===== src/rtl/audio_rx_param_if.sv =====
// Audio receiver bus: serial pins, sample outputs, frame handshake.
// master = receiver side, slave = source/consumer side.
interface audio_rx_param_if #(
  parameter int DATA_WIDTH = 24
);
  logic                  en;
  logic                  i2s_mode;
  logic                  sck_bclk;
  logic                  ws_lrc;
  logic                  sdata;
  logic [DATA_WIDTH-1:0] left_data;
  logic [DATA_WIDTH-1:0] right_data;
  logic                  data_valid;
  logic                  data_ready;
  logic                  overrun;
  logic                  overrun_clr;
  logic                  frame_err;

  modport master (
    input  en, i2s_mode, sck_bclk, ws_lrc, sdata,
    input  data_ready, overrun_clr,
    output left_data, right_data, data_valid,
    output overrun, frame_err
  );

  modport slave (
    output en, i2s_mode, sck_bclk, ws_lrc, sdata,
    output data_ready, overrun_clr,
    input  left_data, right_data, data_valid,
    input  overrun, frame_err
  );
endinterface


===== src/rtl/audio_rx_param.sv =====
// I2S / left-justified stereo receiver with frame handshake.
// Optional short-channel check: define AUDIO_RX_FRAME_CHK_EN.
module audio_rx_param #(
  parameter int DATA_WIDTH  = 24,
  parameter int SYNC_STAGES = 2,
  parameter bit LEFT_WS     = 1'b1
) (
  input  logic              clk,
  input  logic              rst,
  audio_rx_param_if.master  bus
);

  localparam int DW = DATA_WIDTH;
  localparam int SS = SYNC_STAGES;
  localparam logic [5:0] LJ_LAST  = 6'(DW - 1);
  localparam logic [5:0] I2S_LAST = 6'(DW);
  localparam logic [DW-1:0] MSB_ONE = {1'b1, {(DW-1){1'b0}}};

  typedef enum logic [1:0] {
    HUNT  = 2'd0,
    LEFT  = 2'd1,
    RIGHT = 2'd2
  } state_e;

  logic [SS-1:0] sck_q, sck_d;
  logic [SS-1:0] wss_q, wss_d;
  logic [SS-1:0] sds_q, sds_d;
  logic          sck_prev_q, sck_prev_d;

  state_e        state_q, state_d;
  logic          ws_prev_q, ws_prev_d;
  logic          seen_q, seen_d;
  logic [5:0]    k_q, k_d;
  logic          mode_q, mode_d;
  logic [DW-1:0] shl_q, shl_d;
  logic [DW-1:0] shr_q, shr_d;
  logic [DW-1:0] left_q, left_d;
  logic [DW-1:0] right_q, right_d;
  logic          valid_q, valid_d;
  logic          ovr_q, ovr_d;
`ifdef AUDIO_RX_FRAME_CHK_EN
  logic          ferr_q, ferr_d;
  logic          bad_q, bad_d;
  logic          short_c;
`endif

  logic          rise;
  logic          ws_s;
  logic          sd_s;
  logic          chg;
  logic          emit;
  logic          in_win;
  logic [5:0]    pos;
  logic [DW-1:0] onehot;

  // Synchroniser chains; sdata rides the same depth as bclk/ws
  always_comb begin
    sck_d      = {sck_q[SS-2:0], bus.sck_bclk};
    wss_d      = {wss_q[SS-2:0], bus.ws_lrc};
    sds_d      = {sds_q[SS-2:0], bus.sdata};
    sck_prev_d = sck_q[SS-1];
    rise       = sck_q[SS-1] & ~sck_prev_q;
    ws_s       = wss_q[SS-1];
    sd_s       = sds_q[SS-1];
  end

  // Bit counter, channel FSM, capture and frame handshake
  always_comb begin
    state_d   = state_q;
    ws_prev_d = ws_prev_q;
    seen_d    = seen_q;
    k_d       = k_q;
    mode_d    = mode_q;
    shl_d     = shl_q;
    shr_d     = shr_q;
    left_d    = left_q;
    right_d   = right_q;
    valid_d   = valid_q;
    ovr_d     = ovr_q;
    emit      = 1'b0;
    in_win    = 1'b0;
    pos       = 6'd0;
    onehot    = '0;
`ifdef AUDIO_RX_FRAME_CHK_EN
    ferr_d    = 1'b0;
    bad_d     = bad_q;
    short_c   = k_q < (mode_q ? I2S_LAST : LJ_LAST);
`endif

    // first sampled ws after reset only primes the edge detector
    chg = rise & seen_q & (ws_s != ws_prev_q);

    if (rise) begin
      ws_prev_d = ws_s;
      seen_d    = 1'b1;
      if (chg)
        k_d = 6'd0;
      else if (k_q != 6'd63)
        k_d = k_q + 6'd1;
    end

    if (!bus.en) begin
      state_d = HUNT;
    end else begin
      unique case (state_q)
        HUNT: begin
          if (chg && (ws_s == LEFT_WS)) begin
            state_d = LEFT;
            mode_d  = bus.i2s_mode;
            shl_d   = '0;
`ifdef AUDIO_RX_FRAME_CHK_EN
            bad_d   = 1'b0;
`endif
          end
        end
        LEFT: begin
          if (chg) begin
            state_d = RIGHT;
            shr_d   = '0;
`ifdef AUDIO_RX_FRAME_CHK_EN
            if (short_c) begin
              ferr_d = 1'b1;
              bad_d  = 1'b1;
            end
`endif
          end
        end
        RIGHT: begin
          if (chg) begin
            state_d = LEFT;
            shl_d   = '0;
`ifdef AUDIO_RX_FRAME_CHK_EN
            ferr_d  = short_c;
            emit    = !bad_q && !short_c;
            bad_d   = 1'b0;
`else
            emit    = 1'b1;
`endif
          end
        end
        default: state_d = HUNT;
      endcase
    end

    // place the sampled bit at its MSB-aligned position
    if (rise && bus.en && (state_d != HUNT)) begin
      if (mode_d) begin
        in_win = (k_d != 6'd0) && (k_d <= I2S_LAST);
        pos    = k_d - 6'd1;
      end else begin
        in_win = k_d <= LJ_LAST;
        pos    = k_d;
      end
      onehot = MSB_ONE >> pos;
      if (in_win) begin
        if (state_d == LEFT)
          shl_d = sd_s ? (shl_d | onehot) : (shl_d & ~onehot);
        else
          shr_d = sd_s ? (shr_d | onehot) : (shr_d & ~onehot);
      end
    end

    if (bus.overrun_clr)
      ovr_d = 1'b0;

    if (emit) begin
      left_d  = shl_q;
      right_d = shr_q;
      valid_d = 1'b1;
      if (valid_q && !bus.data_ready)
        ovr_d = 1'b1;
    end else if (valid_q && bus.data_ready) begin
      valid_d = 1'b0;
    end
  end

  // State registers
  always_ff @(posedge clk or posedge rst) begin
    if (rst) begin
      sck_q      <= '0;
      wss_q      <= '0;
      sds_q      <= '0;
      sck_prev_q <= 1'b0;
      state_q    <= HUNT;
      ws_prev_q  <= 1'b0;
      seen_q     <= 1'b0;
      k_q        <= 6'd0;
      mode_q     <= 1'b0;
      shl_q      <= '0;
      shr_q      <= '0;
      left_q     <= '0;
      right_q    <= '0;
      valid_q    <= 1'b0;
      ovr_q      <= 1'b0;
`ifdef AUDIO_RX_FRAME_CHK_EN
      ferr_q     <= 1'b0;
      bad_q      <= 1'b0;
`endif
    end else begin
      sck_q      <= sck_d;
      wss_q      <= wss_d;
      sds_q      <= sds_d;
      sck_prev_q <= sck_prev_d;
      state_q    <= state_d;
      ws_prev_q  <= ws_prev_d;
      seen_q     <= seen_d;
      k_q        <= k_d;
      mode_q     <= mode_d;
      shl_q      <= shl_d;
      shr_q      <= shr_d;
      left_q     <= left_d;
      right_q    <= right_d;
      valid_q    <= valid_d;
      ovr_q      <= ovr_d;
`ifdef AUDIO_RX_FRAME_CHK_EN
      ferr_q     <= ferr_d;
      bad_q      <= bad_d;
`endif
    end
  end

  assign bus.left_data  = left_q;
  assign bus.right_data = right_q;
  assign bus.data_valid = valid_q;
  assign bus.overrun    = ovr_q;
`ifdef AUDIO_RX_FRAME_CHK_EN
  assign bus.frame_err  = ferr_q;
`else
  assign bus.frame_err  = 1'b0;
`endif

endmodule


===== src/flat_wrapper.sv =====
// flat-port wrapper written by rule: the top's interface ports become plain ports
module audio_rx_param_flat 
#(
  parameter int DATA_WIDTH  = 24,
  parameter int SYNC_STAGES = 2,
  parameter bit LEFT_WS     = 1'b1
)
  (clk, rst, bus_en, bus_i2s_mode, bus_sck_bclk, bus_ws_lrc, bus_sdata, bus_data_ready, bus_overrun_clr, bus_left_data, bus_right_data, bus_data_valid, bus_overrun, bus_frame_err);
  audio_rx_param_if #(.DATA_WIDTH(DATA_WIDTH)) bus_i ();
  input  logic clk;
  input  logic rst;
  input wire logic [$bits(bus_i.en)-1:0] bus_en;
  input wire logic [$bits(bus_i.i2s_mode)-1:0] bus_i2s_mode;
  input wire logic [$bits(bus_i.sck_bclk)-1:0] bus_sck_bclk;
  input wire logic [$bits(bus_i.ws_lrc)-1:0] bus_ws_lrc;
  input wire logic [$bits(bus_i.sdata)-1:0] bus_sdata;
  input wire logic [$bits(bus_i.data_ready)-1:0] bus_data_ready;
  input wire logic [$bits(bus_i.overrun_clr)-1:0] bus_overrun_clr;
  output wire logic [$bits(bus_i.left_data)-1:0] bus_left_data;
  output wire logic [$bits(bus_i.right_data)-1:0] bus_right_data;
  output wire logic [$bits(bus_i.data_valid)-1:0] bus_data_valid;
  output wire logic [$bits(bus_i.overrun)-1:0] bus_overrun;
  output wire logic [$bits(bus_i.frame_err)-1:0] bus_frame_err;
  assign bus_i.en = bus_en;
  assign bus_i.i2s_mode = bus_i2s_mode;
  assign bus_i.sck_bclk = bus_sck_bclk;
  assign bus_i.ws_lrc = bus_ws_lrc;
  assign bus_i.sdata = bus_sdata;
  assign bus_i.data_ready = bus_data_ready;
  assign bus_i.overrun_clr = bus_overrun_clr;
  assign bus_left_data = bus_i.left_data;
  assign bus_right_data = bus_i.right_data;
  assign bus_data_valid = bus_i.data_valid;
  assign bus_overrun = bus_i.overrun;
  assign bus_frame_err = bus_i.frame_err;
  audio_rx_param #(.DATA_WIDTH(DATA_WIDTH), .SYNC_STAGES(SYNC_STAGES), .LEFT_WS(LEFT_WS)) u_core (.clk(clk), .rst(rst), .bus(bus_i));
endmodule

===== config.mk =====
export PLATFORM = sky130hd
export DESIGN_NAME = audio_rx_param_flat
export DESIGN_NICKNAME = d
export VERILOG_FILES = /design/src/rtl/audio_rx_param_if.sv /design/src/rtl/audio_rx_param.sv /design/src/flat_wrapper.sv
export SDC_FILE = /design/constraint.sdc
export NUM_CORES = 1
export LEC_CHECK = 0
export CAP_MARGIN = 40
export CORE_MARGIN = 3
export CORE_UTILIZATION = 57
export DETAILED_ROUTE_END_ITERATION = 8
export PLACE_DENSITY = 0.8
export SLEW_MARGIN = 20
export SYNTH_ARGS = -nofsm -noshare
export SYNTH_HDL_FRONTEND = slang
export SYNTH_SLANG_ARGS = --single-unit

===== constraint.sdc =====
create_clock -name clk -period 4.2 [get_ports clk]
set_input_delay 0.84 -clock clk [delete_from_list [all_inputs] [get_ports clk]]
set_output_delay 0.84 -clock clk [all_outputs]
set_load 0.05 [all_outputs]

==> impl_metrics.tcl <==
set metrics [dict create \
    utilization_pct 73.6 \
    cts_tree "done" \
    grt_setup_unrepaired "false" \
    portBuffers 58 \
    die_x_um 105 \
    grt_overflow_total 0 \
    end_kind "flop" \
    peakVddDrop_mv 0.319 \
    grt_first_pass_wirelength_um 21300 \
    hold_class "flop to flop" \
    arrival_ps 3790 \
    final_max_slew_viol_count 0 \
    drcViolationCount 0 \
    synth.avg_cell_area_um2 11.8 \
    vias 4051 \
    outcome "completed" \
    finalWorstSetupSlack_ps 786 \
    nNetsFinal 547 \
    p_per_area_nw_per_um2 453 \
    syn-instance-count 475 \
    insertion_delay_ps 520 \
    maxCapViolations 0 \
    io_pins 60 \
    start_util_pct 59.6 \
    hold-worst-slack_ps 354 \
    std_cell_rows 35 \
    hold_viol_final 0 \
    hold_buffers 0 \
    place_congestion 0.909 \
    grt_usage_pct 24.6 \
    postSynth.asyncResetShare_pct 100 \
    grt_pass1_vias 3903 \
    core_region_area_um2 9370 \
    drt_iter0_markers 219 \
    cp_max_fo 10 \
    wl_um 13100 \
    fin_worst_skew_ps 9.59 \
    numCtsBuffers 17 \
    synth_ff_type "dfrtp_1" \
    synth-seq-area-share_pct 52.0 \
    fin_tns_setup_ps 0 \
    cts_setup_buffers 0 \
    p_leak_nw 3.09 \
    root_buffer "clkbuf_8" \
    hpwlAfterDp_um 8780 \
    antenna_found_initial 0 \
    synth_edf_count 0 \
    syn_nets 487 \
    wl_per_cell_um 19.4 \
    min_period_over_period_pct 81.3 \
    netlist_area_um2 5580 \
    clkTransAtPathRegs_ps 60 \
    tightest_slew_ps 703 \
    r2r_slack_ps 790 \
    synth_cell_types 63 \
    post_cts_resized 0 \
    die-area_um2 11000 \
    dp_slack_ps 357 \
    avgViaCountPerCell 5.98 \
    critPathLaunchType "flop" \
    setup_violations 0 \
    synth-seq-cells 116 \
    critical_path_class "flop to flop" \
    clock.fmax_mhz 293 \
    clockBufferDepth 2 \
    period_needed_ps 3410 \
    insertedDiodeCount 0 \
    drive_gt1_share_pct 21.9 \
    relSlewSlack_pct 53.1 \
    h-tree-depth 4 \
    total_power_mw 3.13 \
    grt_max_degree 60 \
    synth_warnings 0 \
    cts_sinks 116 \
    antenna_left 0 \
    crit_required_ps 4580 \
    die_y_um 105 \
    first_pass_iters 4 \
    synthToLayoutAreaGrowth_pct 23.6 \
]
[layout make-up]
type / count / area (um2)
clock buffer: 18 / 428
clock inverter: 14 / 119
fill: 681 / 2470
inverter: 11 / 46.3
multi-input combinational: 313 / 2480
sequential: 116 / 2900
tap: 129 / 161
timing repair buffer: 76 / 761
[layout by cell type (no fill, tap or decap), drive strengths merged, types with 5 or more instances in the layout]
cell,n
dfrtp,116
nand2,66
clkdlybuf4s50,58
mux2i,50
mux2,48
nor4,35
clkbuf,18
buf,18
inv,18
o311ai,16
nor2,11
nand2b,7
o32a,6
o32ai,6
clkinvlp,5
[cell families (layout without fill, tap and decap cells)]
logic type	Yosys count	count (layout)	share of synthesized area, %
adder cells (fa/ha/maj)	3	3	0.673
buffers and inverters	46	119	3.77
other	1	1	0.0672
flip-flops	116	116	52.0
AND/OR/NAND/NOR	152	152	15.6
XOR/XNOR	6	6	1.08
AO/OA/AOI/OAI	53	53	8.20
multiplexers	98	98	18.7
[registers in the layout, summed over array words and instances (netlist names)]
name and flops:
u_core.bus.data_valid 1, u_core.bus.left_data 24, u_core.bus.overrun 1, u_core.bus.right_data 24, u_core.k_q 6, u_core.mode_q 1
u_core.sck_prev_q 1, u_core.sck_q 2, u_core.sds_q 2, u_core.seen_q 1, u_core.shl_q 24, u_core.shr_q 24
u_core.state_q 2, u_core.ws_prev_q 1, u_core.wss_q 2
[routing by layer]
| layer | GRT usage (%) | part of all wire (%) |
|---|---|---|
| met5 | 0 | 0 |
| met4 | 6.28 | 1.1 |
| met3 | 5.74 | 5.0 |
| met2 | 37.6 | 48 |
| met1 | 35.7 | 46 |
[worst max-delay path, cell delays in order, from the launching register on]
cell and delay [ps]:
dfrtp_1 440, ha_1 270, nand4_1 140, mux2i_1 200, or2_1 430, ha_1 310
inv_1 100, xnor2_1 160, buf_4 200, o32ai_1 510, o311ai_0 320, mux2i_1 180
[cell usage after synthesis, types with 7 or more instances]
cell type  instances  area, um2
buf_2             13       65.1
clkbuf_1          15       56.3
dfrtp_1          116       2900
inv_1              8       30.0
mux2_2            48        541
mux2i_1           50        500
nand2_1           66        248
nand2b_1           7       43.8
nor2_1            11       41.3
nor4_1            24        150
nor4_2            10        125
o311ai_1          10       87.6
[power breakdown]
group | switching, mW | leakage, nW | internal, mW
clock | 0.569 | 0.254 | 0.756
sequential | 0.0277 | 1.59 | 1.14
combinational | 0.440 | 1.24 | 0.192
total | 1.04 | 3.09 | 2.09
[path summary, 6_finish.rpt]
path,start,cells past startpoint,endpoint
min in group asynchronous,rst,2,u_core.bus.left_data[23]
max in group asynchronous,rst,3,u_core.bus.right_data[22]
setup / recovery,u_core.k_q[0],11,u_core.shl_q[13]
setup reg to reg,u_core.k_q[0],11,u_core.shl_q[13]
hold / removal,u_core.sck_q[0],0,u_core.sck_q[1]
hold reg to reg,u_core.sck_q[0],0,u_core.sck_q[1]
[stage by stage]
stage	area, um2	instances
6_report	6900	677
5_1_grt	6900	677
4_1_cts	6900	677
3_5_place_dp	6350	645
3_3_place_gp	6320	644
2_1_floorplan	5580	475
No activity file was read; power rests on OpenSTA's default activity.
